==> config.mk <==
export PLATFORM = sky130hd
export DESIGN_NAME = capture_period_meter
export DESIGN_NICKNAME = d
export VERILOG_FILES = /design/src/rtl/cpm_pkg.sv /design/src/rtl/cpm_fifo.sv /design/src/rtl/capture_period_meter.sv
export SDC_FILE = /design/constraint.sdc
export NUM_CORES = 1
export LEC_CHECK = 0
export ABC_CLOCK_PERIOD_IN_PS = 2700
export CORE_ASPECT_RATIO = 0.9
export CORE_MARGIN = 2
export CORE_UTILIZATION = 50
export DETAILED_ROUTE_END_ITERATION = 8
export PLACE_DENSITY = 0.76
export SLEW_MARGIN = 40
export SYNTH_ARGS = -nofsm -noshare
export SYNTH_HDL_FRONTEND = slang
export SYNTH_SLANG_ARGS = --single-unit
==> constraint.sdc <==
create_clock -name clk -period 2.7 [get_ports clk]
set_clock_uncertainty 0.15 [all_clocks]
set_input_delay 0.54 -clock clk [delete_from_list [all_inputs] [get_ports clk]]
set_output_delay 0.54 -clock clk [all_outputs]
set_load 0.05 [all_outputs]
==> src/rtl/cpm_pkg.sv <==
// Shared types and constants for capture_period_meter and its FIFO.
// Optional min/max tracking in the top level is enabled by defining CPM_MINMAX_EN.
package cpm_pkg;

  typedef enum logic [1:0] {
    IDLE     = 2'd0,
    CALC     = 2'd1,
    WAIT_CLR = 2'd2
  } cpm_state_e;

  localparam int CPM_W_DEF     = 4;
  localparam int CPM_DEPTH_DEF = 4;

  // Sliced down to W bits by the user; min starts high so the first period always wins.
  localparam logic [31:0] CPM_MIN_RST = 32'hFFFF_FFFF;
  localparam logic [31:0] CPM_MAX_RST = 32'h0000_0000;

endpackage

==> src/rtl/cpm_fifo.sv <==
// Fall-through period FIFO with registered head data/valid and wrap-bit pointers.
// A push while full is accepted only when a pop frees a slot at the same edge.
module cpm_fifo #(
  parameter int W     = 4,
  parameter int DEPTH = 4
) (
  input  logic         clk,
  input  logic         rst,
  input  logic         push,
  input  logic [W-1:0] push_data,
  input  logic         pop,
  output logic         full,
  output logic         empty,
  output logic [W-1:0] head_data,
  output logic         head_valid
);

  localparam int AW = $clog2(DEPTH);

  logic [W-1:0] mem [DEPTH];
  logic [AW:0]  wr_ptr_reg, rd_ptr_reg, wr_ptr_next, rd_ptr_next;
  logic [W-1:0] head_data_reg, head_data_next;
  logic         head_valid_reg;
  logic         push_ok, pop_ok;

  assign empty = (wr_ptr_reg == rd_ptr_reg);
  assign full  = (wr_ptr_reg[AW] != rd_ptr_reg[AW]) &&
                 (wr_ptr_reg[AW-1:0] == rd_ptr_reg[AW-1:0]);

  assign pop_ok  = pop && !empty;
  assign push_ok = push && (!full || pop_ok);

  always_comb begin
    rd_ptr_next = rd_ptr_reg + {{AW{1'b0}}, pop_ok};
    wr_ptr_next = wr_ptr_reg + {{AW{1'b0}}, push_ok};
    // Index match with the new read pointer only happens when the FIFO is about
    // to be empty, so the incoming word bypasses the array straight to the head.
    if (push_ok && (wr_ptr_reg[AW-1:0] == rd_ptr_next[AW-1:0]))
      head_data_next = push_data;
    else
      head_data_next = mem[rd_ptr_next[AW-1:0]];
  end

  always_ff @(posedge clk) begin
    if (push_ok)
      mem[wr_ptr_reg[AW-1:0]] <= push_data;
  end

  always_ff @(posedge clk or posedge rst) begin
    if (rst) begin
      wr_ptr_reg     <= '0;
      rd_ptr_reg     <= '0;
      head_data_reg  <= '0;
      head_valid_reg <= 1'b0;
    end else begin
      wr_ptr_reg     <= wr_ptr_next;
      rd_ptr_reg     <= rd_ptr_next;
      head_data_reg  <= head_data_next;
      head_valid_reg <= (wr_ptr_next != rd_ptr_next);
    end
  end

  assign head_data  = head_data_reg;
  assign head_valid = head_valid_reg;

endmodule

==> src/rtl/capture_period_meter.sv <==
// Measures the period between successive input captures and queues the results.
// Define CPM_MINMAX_EN to add per_min/per_max tracking of accepted periods.
module capture_period_meter
  import cpm_pkg::*;
#(
  parameter int W     = CPM_W_DEF,
  parameter int DEPTH = CPM_DEPTH_DEF
) (
  input  logic         clk,
  input  logic         rst,
  input  logic [W-1:0] cap_val,
  input  logic         cap_flag,
  output logic         cap_ack,
  output logic [W-1:0] per_data,
  output logic         per_valid,
  input  logic         per_ready,
  output logic         ovf,
  input  logic         clr_ovf
`ifdef CPM_MINMAX_EN
  ,
  output logic [W-1:0] per_min,
  output logic [W-1:0] per_max
`endif
);

  cpm_state_e   state_reg;
  logic [W-1:0] cur_reg, prev_reg;
  logic         primed_reg;
  logic         cap_ack_reg;
  logic         ovf_reg;

  logic [W-1:0] diff;
  logic         push, pop_fire, drop;
  logic         fifo_full, fifo_empty;

  // Natural W-bit wrap gives the modular period directly.
  assign diff     = cur_reg - prev_reg;
  assign push     = (state_reg == CALC) && primed_reg;
  assign pop_fire = per_ready && !fifo_empty;
  assign drop     = push && fifo_full && !pop_fire;

  always_ff @(posedge clk or posedge rst) begin
    if (rst) begin
      state_reg   <= IDLE;
      cur_reg     <= '0;
      prev_reg    <= '0;
      primed_reg  <= 1'b0;
      cap_ack_reg <= 1'b0;
    end else begin
      case (state_reg)
        IDLE: begin
          if (cap_flag) begin
            cur_reg     <= cap_val;
            cap_ack_reg <= 1'b1;
            state_reg   <= CALC;
          end
        end
        CALC: begin
          prev_reg   <= cur_reg;
          primed_reg <= 1'b1;
          state_reg  <= WAIT_CLR;
        end
        WAIT_CLR: begin
          if (!cap_flag) begin
            cap_ack_reg <= 1'b0;
            state_reg   <= IDLE;
          end
        end
        default: begin
          cap_ack_reg <= 1'b0;
          state_reg   <= IDLE;
        end
      endcase
    end
  end

  // A drop in the same cycle as a clear leaves the flag set.
  always_ff @(posedge clk or posedge rst) begin
    if (rst)
      ovf_reg <= 1'b0;
    else if (drop)
      ovf_reg <= 1'b1;
    else if (clr_ovf)
      ovf_reg <= 1'b0;
  end

  cpm_fifo #(
    .W     (W),
    .DEPTH (DEPTH)
  ) u_fifo (
    .clk        (clk),
    .rst        (rst),
    .push       (push),
    .push_data  (diff),
    .pop        (per_ready),
    .full       (fifo_full),
    .empty      (fifo_empty),
    .head_data  (per_data),
    .head_valid (per_valid)
  );

  assign cap_ack = cap_ack_reg;
  assign ovf     = ovf_reg;

`ifdef CPM_MINMAX_EN
  logic [W-1:0] per_min_reg, per_max_reg;
  logic         accept;

  assign accept = push && !drop;

  always_ff @(posedge clk or posedge rst) begin
    if (rst) begin
      per_min_reg <= CPM_MIN_RST[W-1:0];
      per_max_reg <= CPM_MAX_RST[W-1:0];
    end else if (clr_ovf) begin
      per_min_reg <= CPM_MIN_RST[W-1:0];
      per_max_reg <= CPM_MAX_RST[W-1:0];
    end else if (accept) begin
      if (diff < per_min_reg) per_min_reg <= diff;
      if (diff > per_max_reg) per_max_reg <= diff;
    end
  end

  assign per_min = per_min_reg;
  assign per_max = per_max_reg;
`endif

endmodule

; ---- Yosys cells after proc, flatten, opt, wreduce, memory -nomap -nowiden
; Memories as Yosys holds them, arrays and structs flattened. A register that Yosys moved wholly into a read port is not among the register bits.
; Index checks and enable logic that the tools add are counted.
; Widths: inputs -> output; s select.
[classes]
n_addsub = 3
eq_ne = 8
mux = 10
bitwise = 1
n_reduce_logical = 15
[ops]
columns = op, n
row1 = $add 3x1->3, 2
row2 = $logic_and 1x1->1, 6
row3 = $mux 1, 6
row4 = $pmux 2 s3, 1
row5 = $mux 2, 2
row6 = $ne 2x2->1 const B, 2
row7 = $reduce_and 2->1, 2
row8 = $sub 4x4->4, 1
row9 = $eq 3x3->1, 1
row10 = $logic_not 1->1, 3
row11 = $ne 3x3->1, 1
row12 = $pmux 1 s3, 1
row13 = $reduce_and 3->1, 1
row14 = $eq 2x1->1 const B, 1
row15 = $eq 2x2->1, 1
row16 = $eq 2x2->1 const B, 1
row17 = $logic_not 2->1, 1
row18 = $reduce_bool 2->1, 1
row19 = $logic_or 1x1->1, 1
row20 = $ne 1x1->1, 1
row21 = $not 1->1, 1
[word_totals]
reg_bits = 20
ramBits = 16
inputBits = 9
out_inout_bits = 7
elab_cells = 47
mem_count = 1
[mem_list]
columns = name, words, word_bits, rd, rd_ports_with_merged_regs, write_ports, line
row1 = u_fifo.mem, 4, 4, 1, 1, 1, cpm_fifo.sv:20  ; logic [W-1:0] mem [DEPTH];

; ---- Longest topological paths before layout
; Gate-level depths: netlist of run 1.
[depth]
ltp_word = 7
mapped_depth = 9
depth_no_buf = 7

; ---- Modules after synthesis
; A second synthesis of run 1 with hierarchy kept.
[unflattened]
hier_cells = 118
hier_area_um2 = 1749.2
[by_module_without_submodules]
columns = module, n_inst, cells_each, area_per_inst_um2, seq_area_each_um2
row1 = cpm_fifo, 1, 66, 1131.1, 755.7
row2 = capture_period_meter, 1, 52, 618.1, 325.3

; ---- Worst setup path before layout of run 1
; OpenSTA, ideal clock, no wires.
[synth_path]
path_kind = reg2reg
startpoint = reg u_fifo.wr_ptr_reg[0]
endpoint = reg u_fifo.head_data_reg[0], in the netlist u_fifo.head_data[0], read port of u_fifo.mem
setup_ps = 125
arrival_time_ps = 2234
required_time_ps = 2425
path_slack_ps = 191
path_stages_with_launch = 10
path_buffers = 2
synth_period_minus_slack_ps = 2509
cell_sequence = dfrtp_1 -> xnor2_1 -> a31oi_1 -> ha_1 -> ha_1 -> bufbuf_16 -> xnor2_1 -> and3_1 -> buf_6 -> mux2_4
[synth_via]
elab_chain_len = 4
[synth_lines]
columns = item, line
row1 = start: declaration, cpm_fifo.sv:21  ; logic [AW:0] wr_ptr_reg, rd_ptr_reg, wr_ptr_next, rd_ptr_next;
row2 = start signal: assignment, cpm_fifo.sv:56  ; wr_ptr_reg <= wr_ptr_next;
row3 = $eq 3x3->1, cpm_fifo.sv:26  ; assign empty = (wr_ptr_reg == rd_ptr_reg);
row4 = $logic_not 1->1, cpm_fifo.sv:30  ; assign pop_ok = pop && !empty;
row5 = $logic_and 1x1->1, cpm_fifo.sv:30
row6 = $add 3x1->3, cpm_fifo.sv:34  ; rd_ptr_next = rd_ptr_reg + {{AW{1'b0}}, pop_ok};
row7 = net u_fifo.rd_ptr_next[1], cpm_fifo.sv:21
row8 = end: declaration, cpm_fifo.sv:22  ; logic [W-1:0] head_data_reg, head_data_next;
; The timed path passes the listed nets, and every way through them passes these cells.
; A chain may end at the register's enable or synchronous reset.

; ---- Worst setup path after layout of run 1
[layout_path]
startpoint = reg u_fifo.wr_ptr_reg[1]
endpoint = reg u_fifo.head_data_reg[2], in the netlist u_fifo.head_data[2], read port of u_fifo.mem
; Same word-level chain as after synthesis.

==> flow_summary.toml, run 1 <==
[outcome]
status = "completed"

[die]
die-width_um = 66.7
row_count = 20
fp.dieArea_um2 = 4040
chipHeight_um = 60.5
io_pins = 16
initial_core_util = 0.524
core-area_um2 = 3380

[place]
hpwl_um = 1950
place_congestion = 0.703
dp.cells = 179
port_buffers = 15

[yosys]
synth_nets = 134
ys_types = 28
avgSynthCellArea_um2 = 15.1
seq_area_frac_synth = 0.610
ys_seq_elements = 40
netlist.area_leader.share = 0.339
synth_area_um2 = 1770
yosysWarnings = 0
synthCells = 117
yosys.area.top_type = "dfrtp_1"
ys_top_cells_by_area = "dfrtp_1 (34%), edfxtp_1 (27%), mux4_2 (5.1%)"

[timing]
tightest_slew_ns = 0.496
slew_violations = 0
setup_viol = 0
setup_tns_ns = 0
final_hold_viol_count = 0
period_share = 0.930
relSlewSlack = 0.668
fmax_mhz = 398
post-route-min-period_ns = 2.51
rsz0062_at_grt = "no"

[cts]
cts_tree = "yes"
clk_pin_slew_ns = 0.08
cts.hold.buffers_added = 0
cts-root-buf = "clkbuf_8"
numClockSinks = 40
cts_buffers = 5
h-tree-depth = 2
clock_latency_ns = 0.29
postCtsSetupBuffers = 0
cts_resized = 0
cts_buffer_depth = 2

[layout]
fillers = 270
multi_input_area_um2 = 596
largest_register_ff_count = 16
fin_cells = 187
drive_gt1_frac = 0.203
diodes = 0
nets = 159
syn_to_final_growth_pct = 17.2
regArea_um2 = 1080

[global_routing]
grt_max_degree = 24
grt_antenna_before_repair = 0
track_usage = 0.168
globalRouteOverflowTotal = 0
grt_pass1_vias = 1024
grt_pass1_wl_um = 4810

[worst_hold_path]
hold_class = "primary input to asynchronous set/reset pin"

[route]
dr.first_iter.drc_count = 71
wl_per_cell_um = 13.9
drt_pass1_iterations = 4
routed_wl_um = 2600
viasPerCell = 5.10
via_count = 953
drcViolationCount = 0
postRouteAntennaNets = 0

[critical_path]
required_ns = 2.73
crit_path_max_fanout = 7
startpoint_type = "register"
crit_type = "register to register"
cp.arrival_ns = 2.54
critPathCaptureType = "register"

[job]
cap_viol_max_count = 0
## synth_stat cells (all sizes together)
| cell | number |
|---|---|
| o22ai | 1 |
| buf | 1 |
| inv | 10 |
| nor2 | 3 |
| o21ai | 6 |
| clkbuf | 1 |
| nand2b | 2 |
| mux2 | 8 |
| and3 | 2 |
| xor2 | 7 |
| a21oi | 2 |
| edfxtp | 16 |
| dfrtp | 24 |
| mux4 | 4 |
| fa | 1 |
| bufbuf | 1 |
| nor3b | 1 |
| a31oi | 1 |
| nand3b | 1 |
| and3b | 1 |
| a41oi | 1 |
| xnor2 | 7 |
| nand2 | 7 |
| ha | 7 |
| nand4 | 1 |
| or3 | 1 |
## path summary, 6_finish.rpt
| kind | start | endpoint | slack [ns] | depth (start not counted) |
|---|---|---|---|---|
| max | u_fifo.wr_ptr_reg[1] | u_fifo.head_data[2] | 0.19 | 5 |
| min | rst | ovf | 0.24 | 2 |
| max reg2reg | u_fifo.wr_ptr_reg[1] | u_fifo.head_data[2] | 0.19 | 5 |
| min reg2reg | primed_reg | primed_reg | 0.33 | 1 |
| max in group asynchronous | rst | primed_reg | 1.70 | 3 |
| min in group clk | primed_reg | primed_reg | 0.33 | 1 |
## metrics by stage
| stage | area [um^2] | setup WS, ns | hold slack, ns | utilization |
|---|---|---|---|---|
| after global routing | 2080 | 0.0129 | 0.254 | 0.614 |
| after global placement | 1960 | 0.0561 | 0.300 | 0.581 |
| after CTS | 2080 | 0.153 | 0.234 | 0.614 |
| after detailed placement | 1960 | 0.00815 | 0.310 | 0.581 |
| after floorplan | 1770 | 0.191 | 0.285 | - |
| final | 2080 | 0.190 | 0.241 | 0.614 |
## layout make-up
type,count,area share
clock buffers,5,0.0332
flip-flops and latches,40,0.521
clock inverters,3,0.0205
inverters,10,0.0181
well taps,44,0.0265
repair buffers,21,0.0940
multi-input cells,64,0.287
## worst max-delay path, cell delays in order (launching register included)
cell     delay [ns]
dfrtp_1        0.48
xnor2_1        0.31
a31oi_1        0.12
ha_1           0.50
mux4_2         0.55
mux2_4         0.28
## logic make-up after synthesis
kind of cell | count (synthesis) | synth area share
AOI/OAI and AO/OA | 11 | 0.0388
xor gates and xnor gates | 14 | 0.0692
adders and majority gates | 8 | 0.0607
buffers and inverters | 13 | 0.0537
DFF | 40 | 0.610
muxes | 12 | 0.110
and+or+nand+nor | 19 | 0.0572
## per-layer routing
metal  up-vias  track usage  routed length (um)
li1        461            -                   -
met1       471        0.216                1160
met2        18        0.276                1300
met3         3       0.0668                 125
met4         0       0.0350                  19
met5         -            0                   0
## layout by cell type (no fill, tap or decap), drive strengths merged
cell	netlist	layout
a21oi	2	2
a31oi	1	1
a41oi	1	1
and3	2	2
and3b	1	1
buf	1	6
bufinv	0	1
clkbuf	1	5
clkdlybuf4s50	0	15
clkinv	0	1
clkinvlp	0	1
dfrtp	24	24
edfxtp	16	16
fa	1	1
ha	7	7
inv	10	10
mux2	8	8
mux4	4	4
nand2	7	7
nand2b	2	2
nand3b	1	1
nand4	1	1
nor2	3	3
nor3b	1	1
o21ai	6	6
o22ai	1	1
or3	1	1
xnor2	7	7
xor2	7	7
Power of run 1 is left out: the tool's default activity adds up to more than one toggle a clock period on the data nets, which glitch-free logic cannot reach.
==> inputs of run 2 (changes only) <==
- SKIP_CTS_REPAIR_TIMING: not set -> 1
==> results of run 2 <==
The final DEF is identical to that of run 1; final timing and power are the same.
Power of run 2 is left out for the same reason.
